**src/rtl/sram_unit_access_ctrl.sv**
```systemverilog
// Sub-word access sequencer for one 8-bit SRAM unit: drives the input-shifter size
// selects and lane write mask for writes, and right-aligns extracted fields for reads.
module sram_unit_access_ctrl #(
  parameter int ADDR_W = 9,
  parameter int RD_LAT = 1
) (
  input  logic              clk,
  input  logic              rst,
  input  logic              req_valid,
  output logic              req_ready,
  input  logic              req_we,
  input  logic [1:0]        req_size,
  input  logic [ADDR_W-1:0] req_addr,
  input  logic [7:0]        req_wdata,
  output logic              resp_valid,
  input  logic              resp_ready,
  output logic [7:0]        resp_rdata,
  output logic              resp_err,
  output logic              c8,
  output logic              c4,
  output logic              c2,
  output logic              c1,
  output logic [7:0]        d_in,
  output logic              sram_en,
  output logic              sram_we,
  output logic [ADDR_W-4:0] sram_addr,
  output logic [7:0]        sram_wmask,
  input  logic [7:0]        sram_rdata
);

  localparam logic [1:0] ST_IDLE  = 2'd0;
  localparam logic [1:0] ST_ISSUE = 2'd1;
  localparam logic [1:0] ST_WAIT  = 2'd2;
  localparam logic [1:0] ST_RESP  = 2'd3;

  logic [1:0] state_r;
  logic       we_r;
  logic [1:0] size_r;
  logic [2:0] off_r;
  logic [2:0] cnt_r;

  logic       accept_s;
  logic       misalign_s;
  logic [7:0] req_wmask_s;

  function automatic logic [7:0] size_mask(input logic [1:0] size);
    logic [7:0] m;
    case (size)
      2'd0:    m = 8'h01;
      2'd1:    m = 8'h03;
      2'd2:    m = 8'h0F;
      default: m = 8'hFF;
    endcase
    return m;
  endfunction

  // A field must start on a multiple of its own width inside the byte.
  function automatic logic is_misaligned(input logic [1:0] size, input logic [2:0] off);
    logic mis;
    case (size)
      2'd0:    mis = 1'b0;
      2'd1:    mis = off[0];
      2'd2:    mis = |off[1:0];
      default: mis = |off;
    endcase
    return mis;
  endfunction

  function automatic logic [3:0] size_onehot(input logic [1:0] size);
    logic [3:0] oh;
    case (size)
      2'd0:    oh = 4'b0001;
      2'd1:    oh = 4'b0010;
      2'd2:    oh = 4'b0100;
      default: oh = 4'b1000;
    endcase
    return oh;
  endfunction

  function automatic logic [7:0] extract_field(input logic [7:0] data, input logic [1:0] size,
                                               input logic [2:0] off);
    logic [7:0] sh;
    sh = data >> off;
    return sh & size_mask(size);
  endfunction

  // Request decode for the accept cycle
  always_comb begin
    accept_s    = req_valid & req_ready & (state_r == ST_IDLE);
    misalign_s  = is_misaligned(req_size, req_addr[2:0]);
    if (req_we) begin
      req_wmask_s = size_mask(req_size) << req_addr[2:0];
    end else begin
      req_wmask_s = 8'h00;
    end
  end

  // Access sequencer with all outputs registered; SRAM strobes default to a single-cycle pulse
  always_ff @(posedge clk) begin
    if (rst) begin
      state_r    <= ST_IDLE;
      we_r       <= 1'b0;
      size_r     <= 2'd0;
      off_r      <= 3'd0;
      cnt_r      <= 3'd0;
      req_ready  <= 1'b0;
      resp_valid <= 1'b0;
      resp_err   <= 1'b0;
      resp_rdata <= 8'h00;
      {c8, c4, c2, c1} <= 4'b0000;
      d_in       <= 8'h00;
      sram_en    <= 1'b0;
      sram_we    <= 1'b0;
      sram_addr  <= '0;
      sram_wmask <= 8'h00;
    end else begin
      sram_en    <= 1'b0;
      sram_we    <= 1'b0;
      sram_wmask <= 8'h00;
      req_ready  <= 1'b0;
      case (state_r)
        ST_IDLE: begin
          if (accept_s) begin
            we_r       <= req_we;
            size_r     <= req_size;
            off_r      <= req_addr[2:0];
            {c8, c4, c2, c1} <= size_onehot(req_size);
            d_in       <= req_wdata;
            resp_rdata <= 8'h00;
            if (misalign_s) begin
              resp_valid <= 1'b1;
              resp_err   <= 1'b1;
              state_r    <= ST_RESP;
            end else begin
              sram_en    <= 1'b1;
              sram_we    <= req_we;
              sram_addr  <= req_addr[ADDR_W-1:3];
              sram_wmask <= req_wmask_s;
              resp_err   <= 1'b0;
              state_r    <= ST_ISSUE;
            end
          end else begin
            req_ready <= 1'b1;
          end
        end
        ST_ISSUE: begin
          if (we_r) begin
            resp_valid <= 1'b1;
            resp_rdata <= 8'h00;
            state_r    <= ST_RESP;
          end else begin
            cnt_r   <= 3'(RD_LAT - 1);
            state_r <= ST_WAIT;
          end
        end
        ST_WAIT: begin
          // Macro data is valid in the final wait cycle only.
          if (cnt_r == 3'd0) begin
            resp_rdata <= extract_field(sram_rdata, size_r, off_r);
            resp_valid <= 1'b1;
            state_r    <= ST_RESP;
          end else begin
            cnt_r <= cnt_r - 3'd1;
          end
        end
        ST_RESP: begin
          if (resp_ready) begin
            resp_valid <= 1'b0;
            resp_err   <= 1'b0;
            resp_rdata <= 8'h00;
            req_ready  <= 1'b1;
            state_r    <= ST_IDLE;
          end else begin
            state_r <= ST_RESP;
          end
        end
        default: begin
          state_r <= ST_IDLE;
        end
      endcase
    end
  end

endmodule
```
**config.mk**
```make
export PLATFORM = sky130hd
export DESIGN_NAME = sram_unit_access_ctrl
export DESIGN_NICKNAME = d
export VERILOG_FILES = /design/src/rtl/sram_unit_access_ctrl.sv
export SDC_FILE = /design/constraint.sdc
export NUM_CORES = 1
export LEC_CHECK = 0
export CORE_MARGIN = 2
export CORE_UTILIZATION = 30
export CTS_CLUSTER_DIAMETER = 60
export CTS_CLUSTER_SIZE = 12
export DETAILED_ROUTE_END_ITERATION = 8
export GPL_TIMING_DRIVEN = 0
export PLACE_DENSITY_LB_ADDON = 0.2
export SLEW_MARGIN = 25
export SYNTH_ARGS = -nofsm -noshare
export SYNTH_HDL_FRONTEND = slang
export SYNTH_SLANG_ARGS = --single-unit
```
**constraint.sdc**
```tcl
create_clock -name clk -period 2.6 [get_ports clk]
set_clock_uncertainty 0.2 [all_clocks]
set_input_delay 0.39 -clock clk [delete_from_list [all_inputs] [get_ports clk]]
set_output_delay 0.39 -clock clk [all_outputs]
set_load 0.01 [all_outputs]
```
======== Word-level counts from Yosys, hierarchy flattened ========
Cells that the tools add are included.
storage, ports and cells
  output and inout bits ................... 39
  input port bits ......................... 32
  logic and storage cells ................. 95
  bits in registers ....................... 50
operators by class
  bitwise gates (word level) .............. 7
  equal/unequal tests ..................... 14
  reduce and logical (&&, ||, !) cells .... 18
  add/sub/neg operators ................... 1
  muxes and demuxes ....................... 35
  shift operators ......................... 2
operators by type and width
  cell                  number
  $mux W8               8
  $pmux W8 S3           2
  $pmux W8 S4           1
  $ne A2 B2 Y1 const B  7
  $pmux W4 S3           1
  $mux W1               11
  $reduce_and A3 Y1     3
  $and A8 B8 Y8         1
  $eq A2 B2 Y1 const B  4
  $mux W2               4
  $pmux W2 S4           1
  $shl A8 B3 Y8         1
  $shr A8 B3 Y8         1
  $eq A2 B1 Y1 const B  3
  $logic_not A2 Y1      3
  $mux W3               2
  $pmux W3 S2           1
  $reduce_or A3 Y1      2
  $reduce_and A5 Y1     1
  $reduce_or A5 Y1      1
  $not A1 Y1            4
  $pmux W1 S2           2
  $pmux W1 S4           1
  $reduce_and A2 Y1     2
  other kinds (8)       10

======== Longest topological paths before layout ========
  depth in word-level cells ............... 8
  gate-level depth with buffers ........... 8
  mapped depth without buffers ............ 6

======== Least setup slack after synthesis ========
Ideal clock, no wire load.
  path type ............................... register -> register
  start ................................... register state_r[0]
  end ..................................... register sram_wmask[2]
  clock period less this slack ............ 2044 ps
  data required time ...................... 2300 ps
  cell stages (with the launch flop) ...... 9
  arrival time ............................ 1745 ps
  setup time .............................. 100 ps
  buffers on the path ..................... 2
  path slack .............................. 556 ps
  path through ............................ dfxtp_1 > inv_1 > ha_1 > and3_1 > buf_2 > o21ai_2 > or3b_1 > buf_6 > a2111oi_4
on the way
  word-level cells in the longest chain between the ends .. 4
  elaborated cells on any way between the ends .. 5
  classes of those cells .................. bitwise: 3; reduce/logical: 2
RTL lines
  item                                 line     RTL
  from (decl)                          36       logic [1:0] state_r;
  from (signal assigned)               101      state_r <= ST_IDLE;
  from (signal assigned)               133      state_r <= ST_RESP;
  from (signal assigned)               140      state_r <= ST_ISSUE;
  $logic_not A2 Y1 *                   89, 121
  $and A1 B1 Y1                        89       accept_s = req_valid & req_ready & (state_r == ST_IDLE);
  $not A1 Y1 (no source line)          n/a
  $reduce_or A5 Y1 (no source line) *  n/a
  to (signal assigned)                 138      sram_wmask <= req_wmask_s;
  to (decl)                            27       output logic [7:0] sram_wmask,
Every way passes the cells marked *; elsewhere a longest branch is shown, timed or not.
A chain may end at the register's enable or synchronous reset.

======== Worst setup path after layout ========
Same ends and word-level chain as after synthesis.

==> impl_summary.log <==
INFO  metric status = completed
INFO  metric post-route-drc-count = 0
INFO  metric synth.distinct_cells = 51
INFO  metric leak_pwr = 1.08 nW
INFO  metric netlist.top_cell.by_area = sky130_fd_sc_hd__dfxtp_1
INFO  metric post-place-ws = -28.6 ps
INFO  metric biggest_fanout_along_the_worst_timing_path = 9
INFO  metric stdcell_count = 450
INFO  metric groute.usage.overall = 0.147
INFO  metric worstPathCellList = inv_1 > ha_1 > and3_1 > buf_2 > o21ai_2 > or3b_1 > buf_6 > a2111oi_4
INFO  metric post-cts-setup-buffers = 0
INFO  metric drt-vias-per-instance = 4.90
INFO  metric ys.flop_type = sky130_fd_sc_hd__dfxtp_1
INFO  metric first_global_vias = 2041
INFO  metric drt-wirelength-per-cell = 13.7 um
INFO  metric netlist_area_before_placement = 2370 um2
INFO  metric critPathBufInv = 3
INFO  metric initial_utilization = 0.309
INFO  metric ctsHoldBuffers = 0
INFO  metric n_antenna_cell = 0
INFO  metric max_slew.worst_pin.slew = 698 ps
INFO  metric place.gp.congestion = 0.853
INFO  metric syn-mean-instance-area = 8.73 um2
INFO  metric std_cell_rows = 32
INFO  metric port_buffers = 68
INFO  metric finalNetCount = 385
INFO  metric maximum_number_of_pins_on_one_net_before_global_route_repair = 17
INFO  metric worst_path_max_delay_cell = sky130_fd_sc_hd__or3b_1
INFO  metric cts.sink_count = 50
INFO  metric sw_frac_of_total = 0.353
INFO  metric most_instantiated_library_cell_after_synthesis = sky130_fd_sc_hd__dfxtp_1
INFO  metric fin_util = 0.426
INFO  metric number_of_buffers_inserted_during_clock_tree_synthesis = 5
INFO  metric worstPathArrival = 2390 ps
INFO  metric synth_cell_count_leaders = sky130_fd_sc_hd__dfxtp_1, sky130_fd_sc_hd__nand2_1, sky130_fd_sc_hd__a21oi_1, sky130_fd_sc_hd__clkbuf_1, sky130_fd_sc_hd__nor2_1
INFO  metric yosys-top-cells-area = sky130_fd_sc_hd__dfxtp_1, sky130_fd_sc_hd__a21oi_1, sky130_fd_sc_hd__nand2_1
INFO  metric internal-power = 1.37 mW
INFO  metric worstSetupStartpoint = state_r[0]
INFO  metric final_antenna_net_count = 0
INFO  metric fmaxAchievable = 421 MHz
INFO  metric design.portCount = 71
INFO  metric share_seq_of_total_power = 0.421
INFO  metric yosys_top_cell_area_share = 0.422
INFO  metric synth.ff_latch_count = 50
INFO  metric min_period_over_period = 0.914
INFO  metric net_switching_power_figure = 748 uW
INFO  metric tritoncts = built
INFO  metric reg2reg_from = state_r[0]
INFO  metric routed_wl = 6.18 mm
INFO  metric die_height = 93.0 um
INFO  metric first_pass_grt_wire_length = 10.1 mm
INFO  metric finalCriticalPeriod = 2380 ps
INFO  metric setup_slack = 223 ps
INFO  metric report.final.setup_viol = 0
INFO  metric slew_violations = 0
INFO  metric synth_cells = 272
INFO  metric cts.clk_slew.worst_paths = 100 ps
INFO  metric cts-htree-levels = 2
INFO  metric grt_antenna_before_repair = 0
INFO  metric finalHoldWorstSlack = 257 ps
INFO  metric cp.required = 2610 ps
INFO  metric post_cts_resized = 0
INFO  metric layout-area-overhead-vs-synth = 37.8%
INFO  metric grt_setup_unrepaired = no
INFO  metric full_die_area = 8640 um2
INFO  metric cap_viol_max_count = 0
INFO  metric power.density_cell_area = 647 nW/um2
INFO  metric hold_path.class = reg2reg
INFO  metric critPathTopFamily = simple AND/OR/NAND/NOR gates
INFO  metric max_slew_margin = 0.534
INFO  metric ctsRootBufferMaster = sky130_fd_sc_hd__clkbuf_8
INFO  metric slowest_cell_delay_on_critical_path = 400 ps
INFO  metric share_comb_of_total_power = 0.360
INFO  metric drt-initial-drc-count = 78
INFO  metric synth_edf_count = 0
INFO  metric timing_worst_setup_path_type = reg2reg
INFO  metric end_kind = register
INFO  metric synth_warnings = 0
INFO  metric overall_die_width = 93.0 um
INFO  metric hold_viol = 0
INFO  metric synth_async_sr_flop_share = 0
INFO  metric syn-num-nets = 310
INFO  metric ir_drop = 0.296 mV
INFO  metric detailed_place_hpwl = 4.58 mm
INFO  metric vias = 2207
INFO  metric worstHoldStart = c4
INFO  metric synth.yosys.seq_area_share = 0.422
INFO  metric first_pass_iteration_count_of_the_detailed_router = 5
INFO  metric insertion_delay = 310 ps
INFO  metric worst_setup_start_kind = register
INFO  metric post_route_cells_drive_above_1_share = 0.0833
INFO  metric fillers = 794
INFO  metric max-clock-path-buffers = 2
INFO  metric power.clock.fraction = 0.219
INFO  metric grt-ovfl-total = 0
INFO  metric place.detailed.instances = 442
INFO  metric fp.coreArea = 7690 um2
## flip-flops by register name, indices dropped and copies added, names as in the netlist, 2 cells and up
signal      flops
size_r          2
d_in            8
off_r           3
sram_wmask      8
state_r         2
cnt_r           3
resp_rdata      8
sram_addr       6
## per-stage QoR
| step | setup TNS [ps] | power, mW | area [um2] |
|---|---|---|---|
| 2_1_floorplan | 0 | 1.40 | 2370 |
| 3_3_place_gp | 0 | 1.66 | 3180 |
| 3_5_place_dp | -28.6 | 1.67 | 3180 |
| 4_1_cts | 0 | 2.15 | 3270 |
| 5_1_grt | 0 | 2.28 | 3270 |
| 6_report | 0 | 2.12 | 3270 |
## layout by cell type (no fill, tap or decap), types with 4 or more instances in the layout
| master | Yosys | final |
|---|---|---|
| sky130_fd_sc_hd__a21oi_1 | 38 | 38 |
| sky130_fd_sc_hd__clkbuf_1 | 16 | 16 |
| sky130_fd_sc_hd__clkbuf_8 | 0 | 5 |
| sky130_fd_sc_hd__clkdlybuf4s50_1 | 0 | 68 |
| sky130_fd_sc_hd__dfxtp_1 | 50 | 50 |
| sky130_fd_sc_hd__ha_1 | 6 | 6 |
| sky130_fd_sc_hd__inv_1 | 6 | 6 |
| sky130_fd_sc_hd__mux2i_1 | 5 | 5 |
| sky130_fd_sc_hd__mux4_2 | 5 | 5 |
| sky130_fd_sc_hd__nand2_1 | 48 | 48 |
| sky130_fd_sc_hd__nand2b_1 | 4 | 4 |
| sky130_fd_sc_hd__nand3_1 | 12 | 12 |
| sky130_fd_sc_hd__nand3b_1 | 6 | 6 |
| sky130_fd_sc_hd__nor2_1 | 13 | 13 |
| sky130_fd_sc_hd__nor3_1 | 4 | 4 |
| sky130_fd_sc_hd__o21a_1 | 4 | 4 |
| sky130_fd_sc_hd__o21ai_0 | 8 | 8 |
## logic make-up after synthesis
kind of cell	after synthesis	synth area share
and+or+nand+nor	100	0.201
AOI/OAI and AO/OA	74	0.211
DFF	50	0.422
buffers and inverters	29	0.0527
muxes	12	0.0780
adders and majority gates	6	0.0316
xor gates and xnor gates	1	0.00369
## worst register-to-register path: cells and delay by family, from the launching register on
kind / cells / cell delay [ps]
AND/OR/NAND/NOR: 2 / 600
AO/OA/AOI/OAI: 2 / 420
buffers and inverters: 3 / 410
flip-flops: 1 / 350
adder cells (fa/ha/maj): 1 / 300
## final cells by class
| class | count | area, um2 | share of cell area |
|---|---|---|---|
| flip-flops and latches | 50 | 1000 | 0.306 |
| multi-input cells | 193 | 1250 | 0.381 |
| clock buffers | 5 | 68.8 | 0.0210 |
| plain buffers | 22 | 98.8 | 0.0302 |
| inverters | 7 | 26.3 | 0.00803 |
| repair buffers | 68 | 681 | 0.208 |
| well taps | 102 | 128 | 0.0390 |
| clock inverters | 3 | 21.3 | 0.00650 |
## layer usage
| layer | global-route usage | up-vias | share of wire |
|---|---|---|---|
| met2 | 0.225 | 67 | 0.44 |
| met4 | 0.0404 | 0 | 0.0076 |
| met1 | 0.202 | 1025 | 0.47 |
| met5 | 0 | - | 0 |
| li1 | - | 1111 | - |
| met3 | 0.0448 | 4 | 0.082 |
## power by group through the flow
| stage | sequential [mW] | clock (mW) | combinational, mW |
|---|---|---|---|
| after floorplan | 0.919 | 0 | 0.481 |
| after global placement | 0.907 | 0 | 0.757 |
| after detailed placement | 0.909 | 0 | 0.759 |
| after CTS | 0.893 | 0.488 | 0.764 |
| after global routing | 0.905 | 0.520 | 0.853 |
| final | 0.892 | 0.463 | 0.763 |
## worst paths after layout
path	end	cells after the start	slack (ps)
worst max-delay path	sram_wmask[2]	8	220
worst min-delay path	c4	2	260
worst max register to register	sram_wmask[2]	8	220
worst min register to register	c4	2	260
Power figures use the tool's default switching activity.
